==> src/rtl/imm_instr_encoder.sv <==
// Instruction encoder and instruction-memory loader.
// Scatters a signed immediate into I/S/B/J layout and writes the word out.
module imm_instr_encoder #(
    parameter int ADDR_W    = 8,
    parameter int BASE_ADDR = 0
) (
    input  logic              clk,
    input  logic              rst_n,
    input  logic              start,
    input  logic              clr_err,
    input  logic              in_valid,
    output logic              in_ready,
    input  logic [1:0]        fmt,
    input  logic [6:0]        opcode,
    input  logic [4:0]        rd,
    input  logic [4:0]        rs1,
    input  logic [4:0]        rs2,
    input  logic [2:0]        funct3,
    input  logic [31:0]       imm,
    output logic              im_we,
    output logic [ADDR_W-1:0] im_addr,
    output logic [31:0]       im_wdata,
    output logic              err,
    output logic [1:0]        err_code,
    output logic              full,
    output logic [ADDR_W:0]   count
);

    typedef enum logic [1:0] {IDLE, ENC, WR, ERR} state_t;

    localparam logic [ADDR_W-1:0] BASE = ADDR_W'(BASE_ADDR);

    state_t      state, state_nx;
    logic [1:0]  fmt_q;
    logic [6:0]  op_q;
    logic [4:0]  rd_q, rs1_q, rs2_q;
    logic [2:0]  f3_q;
    logic [31:0] imm_q;
    logic [31:0] enc;
    logic [1:0]  chk;
    logic        accept;
    logic        bad_is, bad_b, bad_j;

    assign in_ready = (state == IDLE) && !start;
    assign accept   = in_valid && in_ready;
    assign im_we    = (state == WR);
    assign err      = (state == ERR);

    always_comb begin
        enc = '0;
        unique case (fmt_q)
            2'd0: enc = {imm_q[11:0], rs1_q, f3_q, rd_q, op_q};
            2'd1: enc = {imm_q[11:5], rs2_q, rs1_q, f3_q,
                         imm_q[4:0], op_q};
            2'd2: enc = {imm_q[12], imm_q[10:5], rs2_q, rs1_q, f3_q,
                         imm_q[4:1], imm_q[11], op_q};
            2'd3: enc = {imm_q[20], imm_q[10:1], imm_q[11],
                         imm_q[19:12], rd_q, op_q};
        endcase
    end

    // Legal iff the bits above the field's sign bit replicate it.
    assign bad_is = !((&imm_q[31:11]) || !(|imm_q[31:11]));
    assign bad_b  = !((&imm_q[31:12]) || !(|imm_q[31:12]));
    assign bad_j  = !((&imm_q[31:20]) || !(|imm_q[31:20]));

    always_comb begin
        chk = 2'd0;
        if (full)
            chk = 2'd3;
        else if (fmt_q[1] && imm_q[0])
            chk = 2'd2;
        else if ((!fmt_q[1] && bad_is) ||
                 (fmt_q == 2'd2 && bad_b) ||
                 (fmt_q == 2'd3 && bad_j))
            chk = 2'd1;
    end

    always_comb begin
        state_nx = state;
        unique case (state)
            IDLE: if (accept) state_nx = ENC;
            ENC:  state_nx = (chk == 2'd0) ? WR : ERR;
            WR:   state_nx = IDLE;
            ERR:  if (clr_err) state_nx = IDLE;
        endcase
    end

    always_ff @(posedge clk or negedge rst_n) begin
        if (!rst_n)
            state <= IDLE;
        else
            state <= state_nx;
    end

    always_ff @(posedge clk or negedge rst_n) begin
        if (!rst_n) begin
            fmt_q    <= '0;
            op_q     <= '0;
            rd_q     <= '0;
            rs1_q    <= '0;
            rs2_q    <= '0;
            f3_q     <= '0;
            imm_q    <= '0;
            im_wdata <= '0;
            im_addr  <= BASE;
            err_code <= '0;
            full     <= 1'b0;
            count    <= '0;
        end else begin
            unique case (state)
                IDLE: begin
                    if (start) begin
                        im_addr <= BASE;
                        full    <= 1'b0;
                        count   <= '0;
                    end else if (accept) begin
                        fmt_q <= fmt;
                        op_q  <= opcode;
                        rd_q  <= rd;
                        rs1_q <= rs1;
                        rs2_q <= rs2;
                        f3_q  <= funct3;
                        imm_q <= imm;
                    end
                end
                ENC: begin
                    if (chk == 2'd0)
                        im_wdata <= enc;
                    else
                        err_code <= chk;
                end
                WR: begin
                    count <= count + 1'b1;
                    // Saturate at the top word; the counter never wraps.
                    if (&im_addr)
                        full <= 1'b1;
                    else
                        im_addr <= im_addr + 1'b1;
                end
                ERR: begin
                    if (clr_err)
                        err_code <= '0;
                end
            endcase
        end
    end

endmodule

==> config.mk <==
export PLATFORM = sky130hd
export DESIGN_NAME = imm_instr_encoder
export DESIGN_NICKNAME = d
export VERILOG_FILES = /design/src/rtl/imm_instr_encoder.sv
export SDC_FILE = /design/constraint.sdc
export NUM_CORES = 1
export LEC_CHECK = 0
export ABC_CLOCK_PERIOD_IN_PS = 2200
export CORE_UTILIZATION = 45
export CTS_CLUSTER_DIAMETER = 100
export DETAILED_ROUTE_END_ITERATION = 8
export PLACE_DENSITY_LB_ADDON = 0.08
export SYNTH_ARGS = -nofsm -noshare
export SYNTH_HDL_FRONTEND = slang
export SYNTH_SLANG_ARGS = --single-unit
==> constraint.sdc <==
create_clock -name clk -period 2.2 [get_ports clk]
set_input_delay 0.55 -clock clk [delete_from_list [all_inputs] [get_ports clk]]
set_output_delay 0.55 -clock clk [all_outputs]
set_load 0.02 [all_outputs]
# [Yosys cells after proc, flatten, opt, wreduce, memory -nomap -nowiden]
# Index checks and enable logic that the tools add are counted.
# Widths: inputs -> output; s select.
[word_totals] regBits=113 output_inout_bits=55 word_cells=84 inputBits=64
[classes] n_reduce_logical=38 n_eq_ne=12 n_bitwise=1 add_sub_neg=2 n_mux=18
[ops] op="$pmux 32 s4" n=1
[ops] op="$reduce_and 21->1" n=1
[ops] op="$reduce_or 21->1" n=1
[ops] op="$reduce_and 20->1" n=1
[ops] op="$reduce_or 20->1" n=1
[ops] op="$pmux 9 s2" n=1
[ops] op="$mux 8" n=2
[ops] op="$pmux 8 s2" n=1
[ops] op="$reduce_and 12->1" n=1
[ops] op="$reduce_and 3->1" n=4
[ops] op="$reduce_or 12->1" n=1
[ops] op="$mux 2" n=5
[ops] op="$ne 2x2->1 const B" n=5
[ops] op="$add 9x1->9 const B" n=1
[ops] op="$mux 9" n=1
[ops] op="$add 8x1->8 const B" n=1
[ops] op="$eq 2x2->1 const B" n=4
[ops] op="$logic_not 1->1" n=8
[ops] op="$pmux 2 s4" n=1
[ops] op="$reduce_and 8->1" n=1
[ops] op="$logic_and 1x1->1" n=6
[ops] op="$logic_not 2->1" n=3
[ops] op="$reduce_and 2->1" n=3
[ops] op="$logic_or 1x1->1" n=5
[ops] op="7 further kinds" n=12

# [Logic depth before layout (Yosys ltp)]
# Gate-level depths: netlist of the first run.
[depth] depth_word=13 ltp_mapped=8 mapped_depth_nobuf=7

# [Least setup slack after synthesis of the first run]
# Ideal clock, no wire load.
[synth_timing] kind="input-to-reg" start="input port start" end="register f3_q[0]" arrival_time_ps=2200 setup_time_ps=125 stages=5 t_required_ps=2075 path_slack_ps=-125 n_path_buf=2 cell_sequence="nor3_1 -> and2_1 -> clkbuf_1 -> clkbuf_1 -> mux2_2"
[synth_via] elab_chain_cells=4 elab_cells_between_ends=5 cone_classes="bitwise: 1; reduce/logical: 4"
[synth_lines] element="start, declared" line_no="9" source="input logic start,"
[synth_lines] element="$logic_not 1->1" line_no="44" source="assign in_ready = (state == IDLE) && !start;"
[synth_lines] element="$logic_and 1x1->1" line_no="44"
[synth_lines] element="$logic_and 1x1->1" line_no="45" source="assign accept = in_valid && in_ready;"
[synth_lines] element="$reduce_and 3->1 (no source line) *"
[synth_lines] element="end signal, assigned" line_no="123" source="f3_q <= funct3;"
[synth_lines] element="end, declared" line_no="37" source="logic [2:0] f3_q;"
# Mark *: on every way between the ends. The rest lies on a longest branch, timed or not.
# A chain may end at the register's enable or synchronous reset.

# [Worst setup path in the final report of the first run]
[layout_timing] start="register imm_q[29]" end="register im_wdata[10]"
[layout_via] elab_chain_cells=12 elab_cells_between_ends=25 cone_classes="mux: 3; reduce/logical: 22"
[layout_lines] element="start, declared" line_no="38" source="logic [31:0] imm_q;"
[layout_lines] element="start signal, assigned" line_no="124" source="imm_q <= imm;"
[layout_lines] element="$reduce_or 21->1 or $reduce_or 20->1 (tied branches)" line_no="63, 64"
[layout_lines] element="$logic_not 1->1, on equally long branches" line_no="63, 64"
[layout_lines] element="$logic_or 1x1->1, on equally long branches" line_no="63, 64"
[layout_lines] element="$logic_not 1->1, on equally long branches" line_no="63, 64"
[layout_lines] element="$logic_and 1x1->1, on equally long branches" line_no="73, 74"
[layout_lines] element="$logic_or 1x1->1" line_no="73" source="else if ((!fmt_q[1] && bad_is) ||"
[layout_lines] element="$logic_or 1x1->1 *" line_no="74" source="(fmt_q == 2'd2 && bad_b) ||"
[layout_lines] element="$mux 1 *" line_no="73"
[layout_lines] element="$mux 2 *" line_no="71" source="else if (fmt_q[1] && imm_q[0])"
[layout_lines] element="$mux 2 *" line_no="69" source="if (full)"
[layout_lines] element="$logic_not 2->1 *" line_no="128" source="if (chk == 2'd0)"
[layout_lines] element="$reduce_and 2->1 (no source line) *"
[layout_lines] element="end signal, assigned" line_no="129" source="im_wdata <= enc;"
[layout_lines] element="end, declared" line_no="22" source="output logic [31:0] im_wdata,"
# Marks and branches as above.

==> out/results.tsv, run 1 <==
metric	value	unit
DRT iter0 DRCs	130	
critical path's slowest cell	or3_4	
R2R Path Start	imm_q[29]	
CTS tree	yes	
DRC	0	
fin util	68.29	%
gr usage total	20.27	%
register bit total from synthesis	113	
Power, Total	10.48	mW
delay of the slowest cell on the worst path	0.43	ns
number of global-route vias before repair	3554	
crit path launch	imm_q[29]	
global-route wire length before repair	17.65	mm
final setup fails	32	
vias per inst	5.152	
Post-DRT Antenna Nets	0	
Cell Area, Synth	4966	um^2
ys async rst share	100.0	%
Clock Skews	0.007331	ns
Reg clk slew, reported paths	0.06	ns
max_cap viols	0	
Setup WS post-layout	-0.07747	ns
largest net degree at the start of global routing	55	
final worst path period share	103.5	%
peak supply drop	0.7475	mV
Root Buffer	clkbuf_8	
final wirelength	10.52	mm
ys flop type	dfrtp_1	
clock buffer depth	2	
Die H	107.1	um
Die W	107.1	um
total CTS buffers	17	
Ports	119	
CP endpoint kind	flop	
DR vias	3390	
crit path cell chain	nand4_1 -> or3_1 -> or3_4 -> o221ai_4 -> nand4b_4 -> buf_12 -> mux2_4	
Final nets	575	
# diodes	0	
CP Launch Type	flop	
Area Growth Syn to Fin	44.52	%
Slew headroom	72.92	%
drt pass-1 iters	4	
initial antenna violation count	0	
most common cell after layout, fill and taps aside	clkdlybuf4s50_1	
FP Rows	37	
CP max FO	25	
post-synthesis cell count	354	
power density cells	1460	nW/um^2
register area share after synthesis	56.94	%
Post-DP HPWL	7.492	mm
Max Freq	0.4391	GHz
most frequent cells in the layout	114 x clkdlybuf4s50_1, 113 x dfrtp_1, 75 x mux2_2, 30 x mux2_4, 26 x buf_4	
Worst-Margin Slew	0.4025	ns
Ys Warns	0	
Num Clock Sinks	113	
core region area	10510	um^2
H-tree Lvls	4	
Post-Syn Nets	420	
placed cell area	6519	um^2
fillers	779	
Buf+Inv Stages, Crit Path	1	
Crit Path Class	flop to flop	
clk_lat worst skew	0.51	ns
GP Congestion	0.7424	
share of cells above drive strength 1	33.91	%
status	complete, but fails checks	
violated checks	setup timing	
RSZ-0062 raised after global routing	yes	
Starting Density	47.26	%
WL/cell	15.99	um
Leak	3.146	nW
buffers added on ports	118	
syn avg cell area	14.03	um^2
Max Slew Vio Count	0	
Final Hold Viols	0	
Crit path required time	2.59	ns
design area	7177	um^2
min-delay worst type	input port to asynchronous set/reset pin	
Post-synth EDFFs	0	
fin crit period	2.277	ns
Die ar.	11460	um^2
WP data arrival	2.67	ns
gr ovfl total	0	
Yosys cell types	40	
CP top delay family	simple AND/OR/NAND/NOR gates	
-- through the flow --
step	worst slack, ns	cells	hold slack [ns]	TNS [ns]
after global placement	-0.08770	622	0.4095	-1.029
after CTS	-0.09454	658	0.4025	-2.169
final	-0.07747	658	0.4255	-1.699
after global routing	-0.1855	658	0.4293	-5.237
after detailed placement	-0.09801	622	0.4100	-2.691
after floorplan	0.01016	354	0.2544	0
-- layout make-up --
| cell class | instances | area (um^2) | share of cell area (%) |
|---|---|---|---|
| clock buffer | 20 | 445.4 | 6.206 |
| clock inverter | 12 | 158.9 | 2.214 |
| inverter | 6 | 22.52 | 0.3138 |
| multi-input combinational | 221 | 2068 | 28.82 |
| sequential | 113 | 2828 | 39.40 |
| tap | 136 | 170.2 | 2.371 |
| timing repair buffer | 150 | 1484 | 20.68 |
-- cells by family (layout without fill, tap and decap cells) --
kind of cell / Yosys count / in the layout / synth area share (%)
buffers and inverters: 20 / 188 / 1.965
flip-flops: 113 / 113 / 56.94
XOR/XNOR: 7 / 7 / 1.235
AO/OA/AOI/OAI: 28 / 28 / 4.082
adder cells (fa/ha/maj): 2 / 2 / 0.5038
multiplexers: 111 / 111 / 27.29
AND/OR/NAND/NOR: 73 / 73 / 7.987
-- worst register-to-register path: cells and delay by family, from the launching register on --
kind	cells	cell delay (ns)
mux	1	0.33
compound gates	1	0.21
simple gates	4	1.05
buf+inv	1	0.21
flops	1	0.35
-- synthesized netlist by cell type (3+ instances only) --
library cell,number,area share [%]
nor4_1,5,0.63
a21oi_1,4,0.40
inv_1,5,0.38
mux2i_1,6,1.2
mux2_2,75,17
dfrtp_1,113,57
mux2_4,30,9.1
o21ai_0,9,0.91
clkbuf_1,11,0.83
nor3_1,3,0.30
nand2_1,18,1.4
nand3_1,9,0.91
and2_1,3,0.38
nor2_1,13,0.98
xor2_1,7,1.2
buf_6,3,0.68
nand4_1,9,1.1
-- worst paths after layout --
check | to | slack, ns | cells past startpoint
hold reg to reg | count[8] | 0.49 | 1
setup reg to reg | im_wdata[10] | -0.08 | 7
min in group clk | count[8] | 0.49 | 1
setup / recovery | im_wdata[10] | -0.08 | 7
hold / removal | imm_q[2] | 0.43 | 2
max in group asynchronous | imm_q[27] | 1.20 | 3
-- routing by layer --
layer | track usage (%) | wire [um] | vias to the layer above
met1 | 25.87 | 4781 | 1677
li1 | - | - | 1602
met4 | 8.415 | 155 | 0
met3 | 4.985 | 485 | 13
met5 | 0 | 0 | -
met2 | 32.95 | 5097 | 98
-- sequential cells by signal (all words and copies together) (netlist names) --
signal	flops
count	9
full	1
state	2
im_wdata	32
op_q	7
err_code	2
fmt_q	2
imm_q	32
rs2_q	5
im_addr	8
rs1_q	5
f3_q	3
rd_q	5
-- power by group --
part / switching [mW] / internal, mW
clock: 0.959 / 1.78
sequential: 0.657 / 3.00
combinational: 1.64 / 2.43
total: 3.26 / 7.22
-- what timing repair did --
item	CTS	global route
buffers inserted	3	0
resized for setup	6	1
endpoints found under the hold margin	10	0
hold buffers	1	0
pin swaps	0	3
setup endpoints to repair	35	35
No activity file was read; power rests on OpenSTA's default activity.
==> run 2: changes to the inputs <==
--- a/config.mk
+++ b/config.mk
@@ -5,6 +5,7 @@
 export SDC_FILE = /design/constraint.sdc
 export NUM_CORES = 1
 export LEC_CHECK = 0
+export ABC_AREA = 0
 export ABC_CLOCK_PERIOD_IN_PS = 2200
 export CORE_UTILIZATION = 45
 export CTS_CLUSTER_DIAMETER = 100
==> results of run 2 <==
The final DEF is identical to that of run 1; final timing and power are the same.
==> run 3: changes to the inputs <==
--- a/config.mk
+++ b/config.mk
@@ -10,6 +10,8 @@
 export CORE_UTILIZATION = 45
 export CTS_CLUSTER_DIAMETER = 100
 export DETAILED_ROUTE_END_ITERATION = 8
+export GPL_TIMING_DRIVEN = 0
+export HOLD_SLACK_MARGIN = 0.1
 export PLACE_DENSITY_LB_ADDON = 0.08
 export SYNTH_ARGS = -nofsm -noshare
 export SYNTH_HDL_FRONTEND = slang
==> run 3 against run 2 <==
Effect of this change: the run still ends with setup timing left; final cell count fell by 1.5%; design area fell by 0.96%; register-to-register slack got worse by 0.13 ns; global-route usage fell by 0.71 points; sequential power barely moved.
==> out/results.tsv, run 3 (same netlist as run 1, synthesis figures left out) <==
metric	value	unit	change
DRC	0		unchanged
buffers added on ports	118		unchanged
status	complete, but fails checks		
CP top delay family	simple AND/OR/NAND/NOR gates		
vias per inst	5.193		+0.79%
WP data arrival	2.79	ns	+0.12 ns
violated checks	setup timing		
delay of the slowest cell on the worst path	0.39	ns	-0.04 ns
global-route wire length before repair	16.95	mm	-3.9%
FF+latch area	2828	um^2	unchanged
Clock Skews	0.01042	ns	+0.003087 ns
Max Freq	0.4160	GHz	-5.3%
Starting Density	47.26	%	unchanged
FP Rows	37		unchanged
share of cells above drive strength 1	32.42	%	-1.5 points
critical path's slowest cell	dfrtp_1		
Slew headroom	61.45	%	-11 points
crit path cell chain	nand4_1 -> or3_4 -> or3_4 -> o221ai_4 -> nand4b_4 -> buf_12 -> clkbuf_16 -> mux2_4		
gr usage total	19.56	%	-0.71 points
fillers	794		+1.9%
Die H	107.1	um	unchanged
core region area	10510	um^2	unchanged
Finished Layout Cells	648		-1.5%
Leak	3.128	nW	-0.57%
DRT iter0 DRCs	137		+5.4%
Num Clock Sinks	113		unchanged
CTS tree	yes		
fin crit period	2.404	ns	+0.1266 ns
CP Launch Type	flop		
number of global-route vias before repair	3323		-6.5%
Die ar.	11460	um^2	unchanged
gr ovfl total	0		unchanged
RSZ-0062 raised after global routing	yes		
biggest regs	im_wdata x32, imm_q x32, count x9		
power density cells	1431	nW/um^2	-2.0%
Ports	119		unchanged
Worst-Margin Slew	0.5707	ns	+0.1683 ns
Post-DP HPWL	7.344	mm	-2.0%
CP max FO	7		-72%
drt pass-1 iters	4		unchanged
Final nets	566		-1.6%
Die W	107.1	um	unchanged
Area Growth Syn to Fin	43.13	%	
Multi-input gate area	2087	um^2	+0.91%
Crit Path Class	flop to flop		
Buf+Inv Stages, Crit Path	2		+1
final wirelength	10.79	mm	+2.6%
Reg clk slew, reported paths	0.06	ns	about the same
CP endpoint kind	flop		
total CTS buffers	17		unchanged
clk_lat worst skew	0.50	ns	about the same
peak supply drop	0.6931	mV	-7.3%
final setup fails	35		+9.4%
most frequent CP cell	or3_4		
placed insts	609		-2.1%
largest net degree at the start of global routing	58		+5.5%
H-tree Lvls	4		unchanged
# diodes	0		unchanged
min-delay worst type	flop to flop		
Max Slew Vio Count	0		unchanged
clock buffer depth	2		unchanged
DR vias	3365		-0.74%
fin util	67.64	%	-0.65 points
setup TNS	-6.245	ns	-4.546 ns
GP Congestion	0.7377		-0.63%
WL/cell	16.66	um	+4.2%
Root Buffer	clkbuf_8		
Final Hold Viols	0		unchanged
most frequent cells in the layout	113 x dfrtp_1, 113 x clkdlybuf4s50_1, 75 x mux2_2, 30 x mux2_4		
Post-DRT Antenna Nets	0		unchanged
Setup WS post-layout	-0.2041	ns	-0.1266 ns
max_cap viols	0		unchanged
Crit path required time	2.59	ns	about the same
initial antenna violation count	0		unchanged
final worst path period share	109.3	%	+5.8 points
## run 3: what timing repair did
action,in CTS,in global routing
hold buffers,1,0
pin swaps,1,6
resized for setup,15,17
gates cloned,0,2
setup endpoints to repair,75,71
endpoints found under the hold margin,56,0
setup buffers,3,3
## run 3: worst paths after layout
| kind | to | cells past startpoint | slack, ns | from |
|---|---|---|---|---|
| max | im_wdata[22] | 8 | -0.20 | imm_q[24] |
| min | count[8] | 1 | 0.49 | count[8] |
| max reg2reg | im_wdata[22] | 8 | -0.20 | imm_q[24] |
| min reg2reg | count[8] | 1 | 0.49 | count[8] |
| max in group asynchronous | imm_q[18] | 3 | 0.96 | rst_n |
| min in group asynchronous | imm_q[7] | 2 | 0.58 | rst_n |
## run 3: where the power goes
part / internal, mW / switching (mW) / total (mW)
logic: 2.32 / 1.65 / 3.97
clock network: 1.65 / 0.919 / 2.57
registers: 3.00 / 0.625 / 3.63
total: 6.97 / 3.20 / 10.2
## run 3: per-layer routing
layer	up-vias	routed length, um	global-route usage, %
met5	-	0	0
met4	0	119	6.360
met3	12	505	6.079
met2	89	5274	31.47
met1	1686	4894	25.13
li1	1578	-	-
## run 3: area by class of cell
class                           count  share of cell area, %
Multi-Input combinational cell    221                  29.36
Timing Repair Buffer              128                  18.69
Clock buffer                       21                  6.319
Sequential cell                   113                  39.78
Clock inverter                     10                  1.567
Tap cell                          136                  2.394
Inverter                            6                 0.3344
Buffer                             13                  1.549
## run 3: through the flow
step | power (mW) | instance area (um^2) | hold slack (ns) | setup WS (ns)
final | 10.17 | 7108 | 0.4907 | -0.2041
after global routing | 10.73 | 7108 | 0.5140 | -0.2737
after CTS | 10.09 | 6969 | 0.4903 | -0.1861
after detailed placement | 7.441 | 6351 | 0.4796 | -0.7171
after global placement | 7.314 | 6322 | 0.4756 | -3.763
after floorplan | 6.043 | 4971 | 0.2544 | 0.01016
